<file path="config.mk">
export PLATFORM = sky130hd
export DESIGN_NAME = handshake_fifo
export DESIGN_NICKNAME = d
export VERILOG_FILES = /design/src/rtl/handshake_fifo.sv
export SDC_FILE = /design/constraint.sdc
export NUM_CORES = 1
export LEC_CHECK = 0
export CAP_MARGIN = 0
export CORE_MARGIN = 1
export CORE_UTILIZATION = 35
export DETAILED_ROUTE_END_ITERATION = 8
export SETUP_SLACK_MARGIN = 0.15
export SYNTH_ARGS = -nofsm -noshare
export SYNTH_HDL_FRONTEND = slang
export SYNTH_SLANG_ARGS = --single-unit
</file>
<file path="constraint.sdc">
create_clock -name Clk -period 5 [get_ports Clk]
set_input_delay 1 -clock Clk [delete_from_list [all_inputs] [get_ports Clk]]
set_output_delay 1 -clock Clk [all_outputs]
set_load 0.03 [all_outputs]
</file>
<file path="src/rtl/handshake_fifo.sv">
// Valid/ready FIFO with first-word fall-through, registered occupancy count
// and a saturating counter of upstream stall cycles.
module handshake_fifo #(
   parameter int unsigned Depth    = 10,
   parameter int unsigned EntryNum = 4
) (
   input  logic                        Clk,
   input  logic                        Rst,
   input  logic [Depth-1:0]            DataIn,
   input  logic                        DataInVld,
   output logic                        DataInRdy,
   output logic [Depth-1:0]            DataOut,
   output logic                        DataOutVld,
   input  logic                        DataOutRdy,
   output logic [$clog2(EntryNum):0]   Count,
   output logic                        Full,
   output logic                        Empty,
   output logic [15:0]                 StallCnt
);

   localparam int unsigned PtrW = $clog2(EntryNum);
   localparam int unsigned CntW = PtrW + 1;

   logic [Depth-1:0] mem_q [EntryNum];
   logic [PtrW-1:0]  wr_ptr_q, wr_ptr_d;
   logic [PtrW-1:0]  rd_ptr_q, rd_ptr_d;
   logic [CntW-1:0]  count_q, count_d;
   logic [15:0]      stall_q, stall_d;
   logic             push, pop;

   always_comb begin
      Full       = (count_q == CntW'(EntryNum));
      Empty      = (count_q == '0);
      // Ready is gated by Rst directly so it drops with no clock edge.
      DataInRdy  = ~Full & ~Rst;
      DataOutVld = ~Empty;
      DataOut    = DataOutVld ? mem_q[rd_ptr_q] : '0;
      Count      = count_q;
      StallCnt   = stall_q;
   end

   assign push = DataInVld & DataInRdy;
   assign pop  = DataOutVld & DataOutRdy;

   always_comb begin
      wr_ptr_d = wr_ptr_q;
      rd_ptr_d = rd_ptr_q;
      count_d  = count_q;
      stall_d  = stall_q;
      if (push) begin
         wr_ptr_d = wr_ptr_q + PtrW'(1);
      end
      if (pop) begin
         rd_ptr_d = rd_ptr_q + PtrW'(1);
      end
      unique case ({push, pop})
         2'b10:   count_d = count_q + CntW'(1);
         2'b01:   count_d = count_q - CntW'(1);
         default: count_d = count_q;
      endcase
      if (DataInVld && !DataInRdy && (stall_q != 16'hFFFF)) begin
         stall_d = stall_q + 16'd1;
      end
   end

   always_ff @(posedge Clk or posedge Rst) begin
      if (Rst) begin
         wr_ptr_q <= '0;
         rd_ptr_q <= '0;
         count_q  <= '0;
         stall_q  <= '0;
      end else begin
         wr_ptr_q <= wr_ptr_d;
         rd_ptr_q <= rd_ptr_d;
         count_q  <= count_d;
         stall_q  <= stall_d;
      end
   end

   // Storage is not reset; an empty count masks stale contents.
   always_ff @(posedge Clk) begin
      if (push) begin
         mem_q[wr_ptr_q] <= DataIn;
      end
   end

endmodule
</file>
==> results by group, run 1 <==
Cells and area
  • Final core utilization: 0.4802
  • Multi-input logic area: just over 900 um2
  • Register area: between 1500 and 2000 um2
  • Layout fillers: ~660
  • Commonest cells after routing, fill and taps aside: clkdlybuf4s50_1 (46), edfxtp_1 (40), dfrtp_1 (23)
  • Diode count: 0
  • P&R area growth vs syn: 29.40%
  • Nets: about 250
  • Commonest non-fill, non-tap cell in the layout: clkdlybuf4s50_1
  • Share of layout cells above drive strength 1: 0.1478
  • Final instance area: approximately 3600 um2

Routing
  • DRT iter0 DRCs: 99
  • DRC: 0
  • Wire per inst: 15.36 um
  • First-pass DRT Iterations: 4
  • Via density: 4.760
  • Via count: ~1600
  • Final antenna-violating net count: 0
  • WL final: 5054 um

Placement
  • DP Area: between 3000 and 4000 um2
  • I/O Buffers: between 40 and 50
  • Post-detail-place hpwl: 3346 um
  • Routability congestion estimate: 0.7186

Clocking
  • CTS Hold Bufs: 0
  • TritonCTS clock tree: yes
  • Clk root buf: clkbuf_8
  • CTS H-tree lvls: 3
  • Postcts setup bufs: 0
  • CTS Buf Count: 9
  • # clock sinks: 63
  • Worst-case clock buffer depth: 2
  • Cts repair resizes: 0
  • Clock latency on the worst-skew pair: around 0.34 ns
  • Clk slew on worst S/H paths: roughly 0.060 ns

Worst setup path
  • Worst endpoint required time: 4.00 ns
  • CP Launch Point: Rst
  • Reg2Reg Setup Slack: between 2 and 3 ns
  • Worst r2r src: Count[0]
  • Setup crit end: DataInRdy
  • Critical path class: input port to primary output
  • Reg2reg end: Count[2]
  • WP data arrival: between 2 and 3 ns
  • Crit path launch type: input port
  • R2R cell count: 10
  • Crit-path max FO: 6
  • Worst setup EP type: primary output

Synthesis
  • Mapped cell area: 2749 um2
  • Yosys reg bits: between 60 and 70
  • Register area share after synthesis: 0.6463
  • Syn_nets: 193
  • Post-synth EDFFs: 40
  • Syn_area_per_cell: 15.98 um2
  • Cell count after synthesis: approximately 170
  • Predominant post-synthesis flop cell: edfxtp_1
  • Synthesis Warnings: 0
  • Async SR Flop Fraction: 0.3651
  • Cell variety after synth: 35

Floorplanning
  • Die height: roughly 91 um
  • Core area: about 7400 um2
  • Cell row count: 31
  • # IOs: 47
  • Full die area: 8212 um2
  • Die W: a little over 90 um
  • Starting Density: 0.3711

STA
  • Period utilisation layout: 0.7069
  • Fin Hold WS: around 0.5 ns
  • Slew margin rel.: 0.4179
  • Measured slew at the worst slew-check pin: about 0.87 ns
  • Setup violators final: 0
  • RSZ-0062 raised after global routing: false
  • Setup TNS: 0 ns
  • Final Max Slew Viols: 0
  • Clock Skews: 0.008918 ns
  • Hold Fails Final Rpt: 0
  • Min cycle time layout: about 3.5 ns
  • F_max: ~0.28 GHz

Run
  • Max Cap Viol: 0

Status
  • Outcome: finished, final reports clean

GRT
  • Overall Global Routing Usage: 0.1400
  • Vias in the first global route: about 1600
  • First-pass GRT wire length: around 8600 um
  • Grt ovf: 0
  • Largest net degree at the start of global routing: 24
  • Antenna violations before repair: 0

Power and ir drop
  • Leakage: around 1.4 nW
  • Pwr dens: slightly below 600 nW/um2
  • Peak VDD IR: 0.2494 mV

Worst hold path
  • HP Start: StallCnt[15]
  • Worst Hold Class: register to register
## worst max-delay path: stages
cell	delay, ns
clkdlybuf4s50_1	0.48
nor2_1	0.29
clkdlybuf4s50_1	0.75
## power by group
part | total, mW | internal [mW] | leakage (nW) | switching, mW
sequential | 0.775 | 0.652 | 0.652 | 0.123
combinational | 0.790 | 0.380 | 0.600 | 0.410
clock | 0.542 | 0.346 | 0.120 | 0.197
total | 2.11 | 1.38 | 1.37 | 0.729
## how the worst min path moves through the flow
stage          cells past startpoint      endpoint  slack [ns]
2_1_floorplan                      1   wr_ptr_q[1]        0.51
3_3_place_gp                       1  StallCnt[15]        0.49
3_5_place_dp                       1  StallCnt[15]        0.50
4_1_cts                            1  StallCnt[15]        0.51
5_1_grt                            1  StallCnt[15]        0.54
6_report                           1  StallCnt[15]        0.50
## state kept, by name, indices dropped and copies added, names as in the netlist
register	count
Count	3
StallCnt	16
mem_q	40
rd_ptr_q	2
wr_ptr_q	2
## cell families (layout without fill, tap and decap cells)
logic type	Yosys count	count (layout)	synth area share
AOI/OAI and AO/OA	2	2	0.008647
xor gates and xnor gates	20	20	0.06372
adders and majority gates	7	7	0.03459
buffers and inverters	12	70	0.01957
DFF	63	63	0.6463
muxes	14	14	0.09923
and+or+nand+nor	54	54	0.1279
## final cells by class
cell class / instances / area share
Sequential cell: 63 / 0.4995
Tap cell: 99 / 0.03482
Clock buffer: 11 / 0.03975
Clock inverter: 5 / 0.02990
Inverter: 8 / 0.008442
Timing Repair Buffer: 46 / 0.1294
Multi-Input combinational cell: 97 / 0.2582
## cell usage after synthesis, drive strengths merged, types with 3 or more instances
master	instances	share of area
and2	12	0.027
and3	5	0.011
dfrtp	23	0.21
edfxtp	40	0.44
ha	6	0.027
inv	8	0.011
mux2	3	0.014
mux4	10	0.082
nand2	6	0.0082
nand3	3	0.0073
nand4	4	0.0091
nor2	4	0.0064
nor3	7	0.013
nor3b	3	0.012
nor4	4	0.015
xnor2	3	0.0096
xor2	17	0.054
## layer usage
layer  wire length (um)  part of all wire  GRT usage
met1               2287              0.45     0.1761
met2               2429              0.48     0.2191
met3                224             0.044    0.03788
met4                113             0.022    0.07661
met5                  0                 0          0
## per-stage QoR
step	instances	power [mW]	worst slack (ns)
after CTS	329	2.132	1.451
after floorplan	172	1.281	2.266
final	329	2.107	1.465
after global routing	329	2.223	1.332
after detailed placement	313	1.589	1.471
after global placement	313	1.583	1.493
Power figures use the tool's default switching activity.
==> inputs of run 2 (changes only) <==
==> constraint.sdc (replaced) <==
create_clock -name Clk -period 3.5 [get_ports Clk]
set_input_delay 0.7 -clock Clk [delete_from_list [all_inputs] [get_ports Clk]]
set_output_delay 0.7 -clock Clk [all_outputs]
set_load 0.03 [all_outputs]
==> run 2 against run 1 <==
Compared with the run above:
- sequential power up 41%
- cell area down 0.67%
- hold slack better by 0.0086 ns
- critical path type is now register to primary output
- critical endpoint is now DataOut[1]
==> results by group, run 2 (synthesis results as in run 1) <==
Routing
  • Wire per inst: ~15 um
  • Via density: approximately 4.8
  • Final antenna-violating net count: 0
  • Top layer reached by signal wires: met4
  • First-pass DRT Iterations: 4
  • Routed wl met2: 2524 um
  • DRC: 0
  • DRT iter0 DRCs: roughly 120
  • Metal3 WL: approximately 260 um
  • WL met1: about 2300 um
  • WL final: 5071 um
  • Via count: approximately 1600

Cells and area
  • Max reg flops: 40
  • Diode count: 0
  • P&R area growth vs syn: 28.54%
  • Commonest cells after routing, fill and taps aside: clkdlybuf4s50_1 (46), edfxtp_1 (40), dfrtp_1 (23)
  • Share of layout cells above drive strength 1: 0.1558
  • Commonest non-fill, non-tap cell in the layout: clkdlybuf4s50_1
  • Top reg by flops: mem_q
  • Nets: about 250

Power and ir drop
  • Total power: ~2.9 mW
  • Pwr dens: around 800 nW/um2
  • Seq pwr share: 0.375
  • Comb pwr share: 0.405
  • Clock power share: 0.219
  • Sw Pwr: 1.070 mW
  • Sw Ratio: 0.3686
  • Leakage: ~1.4 nW
  • Peak VDD IR: between 0.4 and 0.5 mV
  • Internal Power: between 1.5 and 2 mW

Worst setup path
  • WP data arrival: approximately 2.3 ns
  • Crit path launch type: register
  • Reg2Reg Setup Slack: about 1.2 ns
  • Crit-path max FO: 8
  • Critical path class: register to primary output
  • Worst endpoint required time: 2.80 ns
  • Worst setup EP type: primary output

Floorplanning
  • Die height: between 90 and 100 um
  • # IOs: 47
  • Full die area: between 8000 and 9000 um2
  • Core area: 7408 um2
  • Die W: between 90 and 100 um
  • Starting Density: 0.3711
  • Cell row count: 31

Status
  • Outcome: finished, final reports clean

Clocking
  • CTS H-tree lvls: 3
  • CTS Hold Bufs: 0
  • TritonCTS clock tree: yes
  • Clock latency on the worst-skew pair: approximately 0.34 ns
  • Worst-case clock buffer depth: 2
  • Cts repair resizes: 0
  • Clk slew on worst S/H paths: 0.07 ns
  • Clk root buf: clkbuf_8
  • Postcts setup bufs: 0
  • CTS Buf Count: 9
  • # clock sinks: 63

GRT
  • Overall Global Routing Usage: 0.1378
  • Largest net degree at the start of global routing: 24
  • First-pass GRT wire length: around 8400 um
  • Grt ovf: 0
  • Vias in the first global route: 1586
  • Antenna violations before repair: 0

Worst hold path
  • Worst Hold Class: register to register

STA
  • Period utilisation layout: 0.8684
  • Final Max Slew Viols: 0
  • Measured slew at the worst slew-check pin: about 0.88 ns
  • Setup TNS: 0 ns
  • Clock Skews: about 0.0095 ns
  • Min cycle time layout: just over 3 ns
  • F_max: 0.3290 GHz
  • Slew margin rel.: 0.4102
  • RSZ-0062 raised after global routing: false
  • Setup violators final: 0
  • Hold Fails Final Rpt: 0

Placement
  • Routability congestion estimate: approximately 0.7
  • Post-detail-place hpwl: between 3000 and 4000 um
  • I/O Buffers: between 40 and 50

Run
  • Max Cap Viol: 0
==> run 2: cell count changes in the layout (fill, tap and decap cells not counted), sizes merged <==
cell	change
buf	+1
bufinv	-2
clkbuf	-2
clkinv	+1
clkinvlp	+1
inv	+2
==> run 2: power by group through the flow <==
stage                     combinational [mW]  clock (mW)  sequential, mW
after floorplan                        0.669           0            1.16
after global placement                  1.19           0            1.11
after detailed placement                1.19           0            1.11
after CTS                               1.19       0.657            1.09
after global routing                    1.25       0.686            1.11
final                                   1.18       0.637            1.09
==> run 2: layout make-up <==
cell class                      instances  area (um2)
Fill cell                             643        3875
Sequential cell                        63        1777
Multi-Input combinational cell         97       918.4
Timing Repair Buffer                   47       480.5
Clock buffer                            9       123.9
Tap cell                               99       123.9
Clock inverter                          7       80.08
Inverter                                8       30.03
==> run 2: path summary, 6_finish.rpt <==
kind / startpoint / depth (start not counted) / to
worst min register to register: StallCnt[15] / 1 / StallCnt[15]
min in group asynchronous: Rst / 2 / StallCnt[11]
worst max register to register: Count[0] / 10 / Count[2]
worst max-delay path: rd_ptr_q[0] / 4 / DataOut[1]
worst min-delay path: StallCnt[15] / 1 / StallCnt[15]
max in group asynchronous: Rst / 2 / StallCnt[8]
==> run 2: worst max-delay path, cell delays in order, from the launching register on <==
cell and delay [ns]:
dfrtp_1 0.56, buf_12 0.19, mux4_2 0.49, and2_1 0.19
clkdlybuf4s50_1 0.59
==> run 2: routing by layer <==
metal  up-vias  global-route usage
li1        745                   -
met1       795              0.1766
met2        42              0.2146
met3         2             0.04293
met4         0             0.06048
met5         -                   0
==> run 2: per-stage QoR <==
step | instances | worst slack, ns | hold WS (ns) | cell area, um2 | util
final | 330 | 0.4604 | 0.5084 | 3533 | 0.4769
after floorplan | 172 | 0.7996 | 0.5116 | 2749 | -
after global routing | 330 | 0.3532 | 0.5445 | 3533 | 0.4769
after global placement | 314 | 0.5925 | 0.4942 | 3329 | 0.4494
after detailed placement | 314 | 0.5660 | 0.5038 | 3329 | 0.4494
after CTS | 330 | 0.4199 | 0.5140 | 3533 | 0.4769
==> inputs of run 3 (changes only) <==
--- a/config.mk
+++ b/config.mk
@@ -7,8 +7,10 @@
 export LEC_CHECK = 0
 export CAP_MARGIN = 0
 export CORE_MARGIN = 1
-export CORE_UTILIZATION = 35
+export CORE_UTILIZATION = 52
 export DETAILED_ROUTE_END_ITERATION = 8
+export PLACE_DENSITY = 0.79
+export RECOVER_POWER = 100
 export SETUP_SLACK_MARGIN = 0.15
 export SYNTH_ARGS = -nofsm -noshare
 export SYNTH_HDL_FRONTEND = slang
==> run 3 against run 2 <==
Compared with the run above:
- non-clock buffer count up 1
- wire length down 7.1%
- sequential power about the same
- register-to-register slack worse by 0.25 ns
- core utilization up 20 points
- critical path depth down 1
- critical path type is now input port to primary output
- critical endpoint is now DataInRdy
==> results by group, run 3 (synthesis results as in run 1) <==
Floorplanning
  • Core area: between 5000 and 6000 um2
  • # IOs: 47
  • Die height: 74.71 um
  • Cell row count: 26
  • Starting Density: 0.5382
  • Die W: between 70 and 80 um
  • Full die area: 5581 um2

Clocking
  • Clk root buf: clkbuf_8
  • CTS Buf Count: 9
  • Clock latency on the worst-skew pair: 0.33 ns
  • Cts repair resizes: 0
  • CTS H-tree lvls: 3
  • Clk slew on worst S/H paths: approximately 0.07 ns
  • Worst-case clock buffer depth: 2
  • Postcts setup bufs: 0
  • TritonCTS clock tree: yes
  • CTS Hold Bufs: 0
  • # clock sinks: 63

Worst setup path
  • CP Launch Point: Rst
  • Crit-path max FO: 6
  • R2R cell count: 5
  • Worst path max stage delay: 0.78 ns
  • Worst setup EP type: primary output
  • WP data arrival: 2.31 ns
  • Max stage delay cell, worst path: dlygate4sd3_1
  • WP buf/inv: 2
  • Reg2Reg Setup Slack: roughly 0.95 ns
  • Worst endpoint required time: approximately 2.8 ns
  • Worst-path cell chain: dlygate4sd3_1, nor2_1, dlygate4sd3_1
  • Worst r2r src: StallCnt[0]
  • Cell family with most CP delay: buffers and inverters
  • Worst path depth: 3
  • Crit path launch type: input port
  • Critical Path Most Common Cell: dlygate4sd3_1
  • Critical path class: input port to primary output
  • Reg2reg end: StallCnt[1]
  • Setup crit end: DataInRdy

Routing
  • WL final: roughly 4700 um
  • Wire per inst: 15.60 um
  • Via density: 5.278
  • Final antenna-violating net count: 0
  • DRT iter0 DRCs: 140
  • DRC: 0
  • First-pass DRT Iterations: 4
  • Via count: between 1500 and 2000

STA
  • F_max: 0.3317 GHz
  • Slew margin rel.: 0.2020
  • Measured slew at the worst slew-check pin: between 1 and 1.5 ns
  • Clock Skews: ~0.008 ns
  • RSZ-0062 raised after global routing: false
  • Period utilisation layout: 0.8614
  • Setup violators final: 0
  • Hold Fails Final Rpt: 0
  • Setup TNS: 0 ns
  • Min cycle time layout: approximately 3.0 ns
  • Final Max Slew Viols: 0

Cells and area
  • P&R area growth vs syn: 25.08%
  • Diode count: 0
  • Share of layout cells above drive strength 1: 0.1336
  • Commonest cells after routing, fill and taps aside: dlygate4sd3_1 (44), edfxtp_1 (40), dfrtp_1 (23)
  • Multi-input logic area: roughly 900 um2
  • Commonest non-fill, non-tap cell in the layout: dlygate4sd3_1
  • Top reg by flops: mem_q
  • Max reg flops: 40
  • Layout fillers: 352
  • Register area: about 1800 um2
  • Nets: about 250
  • Final instance area: approximately 3400 um2

GRT
  • Antenna violations before repair: 0
  • Grt ovf: 0
  • Vias in the first global route: roughly 1500
  • Largest net degree at the start of global routing: 24
  • First-pass GRT wire length: between 7000 and 8000 um
  • Overall Global Routing Usage: 0.1893

Power and ir drop
  • Leakage: between 1 and 1.5 nW
  • Peak VDD IR: 0.4060 mV
  • Pwr dens: between 700 and 800 nW/um2

Run
  • Max Cap Viol: 0

Placement
  • DP Area: 3288 um2
  • Post-detail-place hpwl: approximately 3200 um
  • I/O Buffers: 46
  • Routability congestion estimate: around 0.83

Worst hold path
  • Worst Hold Class: register to register

Status
  • Outcome: finished, final reports clean
[run 3: cell count changes in the layout (fill, tap and decap cells not counted), sizes merged]
cell | before | now
inv | 10 | 9
bufinv | 1 | 0
clkdlybuf4s50 | 46 | 2
buf | 1 | 2
dlygate4sd3 | 0 | 44
clkbuf | 9 | 12
clkinvlp | 2 | 3
clkinv | 2 | 0
[run 3: metrics by stage]
| stage | hold WS (ns) | util | setup WS, ns | std cells | power (mW) |
|---|---|---|---|---|---|
| floorplan | 0.5116 | - | 0.7996 | 172 | 1.830 |
| global placement | 0.4842 | 0.6438 | 0.6575 | 286 | 2.262 |
| detailed placement | 0.4900 | 0.6438 | 0.6279 | 286 | 2.287 |
| CTS | 0.4989 | 0.6783 | 0.6180 | 302 | 2.841 |
| global route | 0.5371 | 0.6732 | 0.4149 | 302 | 2.892 |
| finish | 0.4942 | 0.6732 | 0.4852 | 302 | 2.738 |
[run 3: layout make-up]
| type | instances | area share |
|---|---|---|
| flip-flops and latches | 63 | 0.5167 |
| multi-input cells | 97 | 0.2595 |
| clock inverters | 4 | 0.009098 |
| repair buffers | 48 | 0.1383 |
| clock buffers | 12 | 0.04221 |
| well taps | 70 | 0.02547 |
| inverters | 8 | 0.008734 |
[run 3: where the power goes]
| part | internal (mW) | switching, mW |
|---|---|---|
| Sequential | 0.933 | 0.136 |
| Combinational | 0.498 | 0.618 |
| Clock | 0.279 | 0.274 |
[run 3: routing by layer]
metal,up-vias,GRT usage,part of all wire
met3,8,0.05221,0.044
met5,-,0,0
met1,793,0.2280,0.43
met4,0,0.1027,0.016
li1,750,-,-
met2,43,0.3113,0.51
[run 3: worst min-delay path by stage]
stage | start | slack, ns | depth (start not counted) | end
after global routing | StallCnt[15] | 0.54 | 1 | StallCnt[15]
after CTS | StallCnt[15] | 0.50 | 1 | StallCnt[15]
after detailed placement | StallCnt[15] | 0.49 | 1 | StallCnt[15]
after floorplan | wr_ptr_q[1] | 0.51 | 1 | wr_ptr_q[1]
final | StallCnt[15] | 0.49 | 1 | StallCnt[15]
after global placement | StallCnt[15] | 0.48 | 1 | StallCnt[15]
